==> src/rtl/core_pkg.sv <==
// Shared constants and the fetch-to-decode bundle for the 16-bit Harvard core.
package core_pkg;

    localparam int PC_W    = 6;
    localparam int INSTR_W = 32;

    localparam logic [PC_W-1:0]    RESET_PC    = '0;
    localparam logic [INSTR_W-1:0] HALT_OPCODE = 32'hFFFF_FFFF;

    // One fetched instruction together with the address it came from.
    typedef struct packed {
        logic [INSTR_W-1:0] instr;
        logic [PC_W-1:0]    pc;
    } fetch_bundle_t;

endpackage

==> src/rtl/fetch_out_reg.sv <==
// Valid/ready holding register for a pipeline boundary.
// flush beats load, load beats a plain handshake drain.
module fetch_out_reg
    import core_pkg::*;
#(
    parameter int WIDTH = $bits(fetch_bundle_t)
) (
    input  logic             clk,
    input  logic             reset,
    input  logic             load,
    input  logic             flush,
    input  logic             ready,
    input  logic [WIDTH-1:0] d,
    output logic             valid,
    output logic [WIDTH-1:0] q
);

    // Slot register: capture on load, empty on flush or when drained.
    always_ff @(posedge clk or posedge reset) begin
        if (reset) begin
            valid <= 1'b0;
            q     <= '0;
        end else if (flush) begin
            valid <= 1'b0;
        end else if (load) begin
            valid <= 1'b1;
            q     <= d;
        end else if (ready) begin
            valid <= 1'b0;
        end
    end

endmodule

==> src/rtl/instr_fetch_unit.sv <==
// Fetch stage: owns the PC, reads the combinational instruction memory and
// hands {instr, pc} to decode through a valid/ready slot. Supports stall,
// branch redirect with flush, and halting on the HALT opcode.
module instr_fetch_unit
#(
    parameter int                 PC_W        = core_pkg::PC_W,
    parameter int                 INSTR_W     = core_pkg::INSTR_W,
    parameter logic [PC_W-1:0]    RESET_PC    = core_pkg::RESET_PC,
    parameter logic [INSTR_W-1:0] HALT_OPCODE = core_pkg::HALT_OPCODE
) (
    input  logic               clk,
    input  logic               reset,
    output logic [PC_W-1:0]    imem_addr,
    input  logic [INSTR_W-1:0] imem_data,
    input  logic               branch_valid,
    input  logic [PC_W-1:0]    branch_target,
    output logic               out_valid,
    input  logic               out_ready,
    output logic [INSTR_W-1:0] out_instr,
    output logic [PC_W-1:0]    out_pc,
    output logic               halted
);

    localparam int SLOT_W = INSTR_W + PC_W;

    logic [PC_W-1:0]   pc_p0;
    logic [PC_W-1:0]   pc_next;
    logic              halted_p0;
    logic              halt_set;
    logic              load;
    logic              slot_free;
    logic              word_is_halt;
    logic [SLOT_W-1:0] slot_q;

    assign imem_addr    = pc_p0;
    assign halted       = halted_p0;
    assign slot_free    = !out_valid || out_ready;
    assign word_is_halt = (imem_data == HALT_OPCODE);

    // Next PC and capture decision: branch, then halted, then advance, else stall.
    always_comb begin
        pc_next  = pc_p0;
        load     = 1'b0;
        halt_set = 1'b0;
        if (branch_valid) begin
            pc_next = branch_target;
        end else if (!halted_p0 && slot_free) begin
            load = 1'b1;
            if (word_is_halt) begin
                // PC parks on the HALT word; only a branch moves it again.
                halt_set = 1'b1;
            end else begin
                pc_next = pc_p0 + PC_W'(1);
            end
        end
    end

    // ---- stage p0: program counter and halt flag ----
    // PC and halt flag registers.
    always_ff @(posedge clk or posedge reset) begin
        if (reset) begin
            pc_p0     <= RESET_PC;
            halted_p0 <= 1'b0;
        end else begin
            pc_p0 <= pc_next;
            if (branch_valid) begin
                halted_p0 <= 1'b0;
            end else if (halt_set) begin
                halted_p0 <= 1'b1;
            end
        end
    end

    // ---- stage p1: output slot to decode ----
    fetch_out_reg #(
        .WIDTH (SLOT_W)
    ) u_out_reg (
        .clk   (clk),
        .reset (reset),
        .load  (load),
        .flush (branch_valid),
        .ready (out_ready),
        .d     ({imem_data, pc_p0}),
        .valid (out_valid),
        .q     (slot_q)
    );

    assign out_instr = slot_q[PC_W +: INSTR_W];
    assign out_pc    = slot_q[PC_W-1:0];

endmodule

==> config.mk <==
export PLATFORM = sky130hd
export DESIGN_NAME = instr_fetch_unit
export DESIGN_NICKNAME = d
export VERILOG_FILES = /design/src/rtl/core_pkg.sv /design/src/rtl/fetch_out_reg.sv /design/src/rtl/instr_fetch_unit.sv
export SDC_FILE = /design/constraint.sdc
export NUM_CORES = 1
export LEC_CHECK = 0
export CELL_PAD_IN_SITES_DETAIL_PLACEMENT = 1
export CELL_PAD_IN_SITES_GLOBAL_PLACEMENT = 1
export CORE_MARGIN = 2
export CORE_UTILIZATION = 33
export DETAILED_ROUTE_END_ITERATION = 10
export PLACE_DENSITY_LB_ADDON = 0.15
export SLEW_MARGIN = 20
export SYNTH_ARGS = -nofsm -noshare
export SYNTH_HDL_FRONTEND = slang
export SYNTH_HIERARCHICAL = 1
export SYNTH_SLANG_ARGS = --single-unit
==> constraint.sdc <==
create_clock -name clk -period 2.1 [get_ports clk]
set_clock_uncertainty 0.1 [all_clocks]
set_input_delay 0.42 -clock clk [delete_from_list [all_inputs] [get_ports clk]]
set_output_delay 0.42 -clock clk [all_outputs]
set_load 0.05 [all_outputs]
==> run summary <==
status - finished clean
Via density - 4.78
register area share after synthesis - 55.3%
initial antenna violation count - 0
CTS tree - built
Static Leak - 1.53 nW
Layout Cells excl Fill - 317
clock-pin transition on the worst setup and hold timing paths - 0.08 ns
number of synthesized flops with an enable pin - 0
M1 WL - 2350 µm
first-pass GRT wire length - 9250 µm
Worst VDD drop - 0.420 mV
Setup TNS - 0 ns
largest delay contributor family on the critical path - multiplexers
Mean Syn Cell Area - 14.8 µm²
Critical-path top delay cell - clkdlybuf4s50_1
post-CTS setup buffers - 0
Tightest Pin Transition - 0.525 ns
I/O pin cnt - 88
worst endpoint required time - 2.18 ns
Initial Utilization - 34.7%
placed insts - 309
overall routing resource usage - 16.6%
GR Overflow Total - 0
Final Total Pwr - 3.00 mW
synthesized netlist cell count - 141
Cell variety after synth - 30
1st-iter DRT viols - 30
H-tree depth - 2
share of the synthesized area in the top cell type - 55.3%
GP Congestion - 0.742
layout cell share with drive strength beyond 1 - 28.1%
fin crit period - 2.05 ns
worst path buffer plus inverter count - 1
Reg2Reg Setup Slack - 0.34 ns
clock buffer depth - 2
Cell Area, Synth - 0.00208 mm²
most frequent cell after synthesis - dfrtp_1
Max Cap Viol - 0
Root Driver - clkbuf_8
unrepaired setup endpoints after global routing - false
Via Count - 1515
Synth Warn # - 6
syn nets - 184
P per Cell Area - 934 mW/mm²
Post-DP HPWL - 4100 µm
Die X-Extent - 83.4 µm
Remaining DRCs - 0
Setup crit end kind - flip-flop
Critical Path Max Stage Delay - 0.48 ns
WL met3 - 331 µm
worst hold path type - in2async
Row Count - 28
Hold Fails Final Rpt - 0
critical path fanouts, max - 5
uppermost layer routed - met4
clock sink count - 46
n_diodes - 0
core area - 0.00599 mm²
worst path arrival time - 2.13 ns
Routed Antenna Nets - 0
vias in the first global route - 1766
CP Launch Type - input port
port buffer count - 87
clock latency at the later pin of the worst-skew pair - 0.29 ns
Met2 Wirelength - 2750 µm
Slew HR - 64.9%
synth cell count leaders - 46 x dfrtp_1, 21 x mux2_4, 19 x mux2_2, 8 x nand2_1, 7 x nand4_1
final worst slack - 0.0530 ns
Crit Path Class - in2reg
ys async rst share - 100%
Syn-to-layout area delta - 54.4%
TritonCTS buffer count - 5
Total Wirelength - 5480 µm
CP Cell Sequence - clkdlybuf4s50_1, nand4_1, nor4_4, a21oi_4, mux2_4, mux2_2
fmax - 489 MHz
first drt pass iteration count - 4
largest net degree at the start of global routing - 40
Die Area - 0.00696 mm²
WL/cell - 17.3 µm
Hold Worst Slack - 0.309 ns
Die Height - 83.4 µm
crit share post-route - 97.5%
Synth Flop Type - dfrtp_1
Max Slew Vio Count - 0
dpl ws - -0.307 ns
Net count, final - 284
flip-flop and latch count after synthesis - 46
ranking of synthesized cells by area - dfrtp_1 55%, mux2_4 15%, mux2_2 10%
Final setup viols - 0
area leader, netlist - dfrtp_1
[per-stage QoR]
stage / cell area (µm²) / util, %
2_1_floorplan: 2080 / -
3_3_place_gp: 3080 / 51.4
3_5_place_dp: 3080 / 51.4
4_1_cts: 3170 / 52.8
5_1_grt: 3210 / 53.6
6_report: 3210 / 53.6
[layout by cell type (no fill, tap or decap), types with 2 or more instances in the layout]
cell type / n
a21oi_1: 2
and3_1: 2
buf_12: 2
buf_4: 14
clkbuf_8: 6
clkdlybuf4s50_1: 63
dfrtp_1: 46
dlygate4sd2_1: 3
dlymetal6s2s_1: 16
inv_1: 4
mux2_2: 19
mux2_4: 21
nand2_1: 8
nand2b_1: 3
nand4_1: 7
nor2_1: 3
nor4_4: 2
o21ai_0: 2
o21ai_1: 2
xnor2_1: 3
[logic make-up (layout without fill, tap and decap cells)]
logic type,after synthesis,after routing,synth area share (%)
mux,40,40,25.4
xor+xnor,3,3,1.26
flops,46,46,55.3
compound gates,11,11,3.49
simple gates,31,31,10.2
fa+ha+maj,1,1,0.601
buf+inv,9,110,3.73
[flip-flops by register name, summed over array words and instances, names as in the netlist]
register and count:
u_out_reg/q 38, imem_addr 6, halted 1, u_out_reg/valid 1
[cell type report]
type,instances,area (µm²)
fill,611,2780
multi-input combinational,86,860
clock inverter,1,5.00
timing repair buffer,98,1000
sequential,46,1150
inverter,4,15.0
tap,75,93.8
clock buffer,7,86.3
[layer usage]
| metal | track usage (%) | vias up |
|---|---|---|
| met5 | 0 | - |
| li1 | - | 710 |
| met3 | 4.47 | 6 |
| met1 | 21.3 | 745 |
| met2 | 27.6 | 54 |
| met4 | 4.47 | 0 |
[path summary, 6_finish.rpt]
kind	to	from	cells after the start
worst min register to register	u_out_reg/q[3]	u_out_reg/q[3]	1
worst max-delay path	imem_addr[1]	imem_data[14]	6
min in group clk	u_out_reg/q[37]	imem_data[31]	2
worst max register to register	u_out_reg/q[8]	u_out_reg/valid	6
max in group asynchronous	u_out_reg/q[4]	reset	3
worst min-delay path	halted	reset	2
[where the power goes]
group	switching (mW)	total, mW	internal (mW)
Sequential	0.110	1.15	1.04
Combinational	0.779	1.30	0.521
Clock	0.286	0.552	0.266
[repair_timing]
item | 4_1_cts | 5_1_grt
gates resized for setup | 3 | 17
setup endpoints to repair | 1 | 2
hold buffers | 0 | 0
pin swaps | 4 | 8
Note: power is estimated with default switching activity, not from simulation.
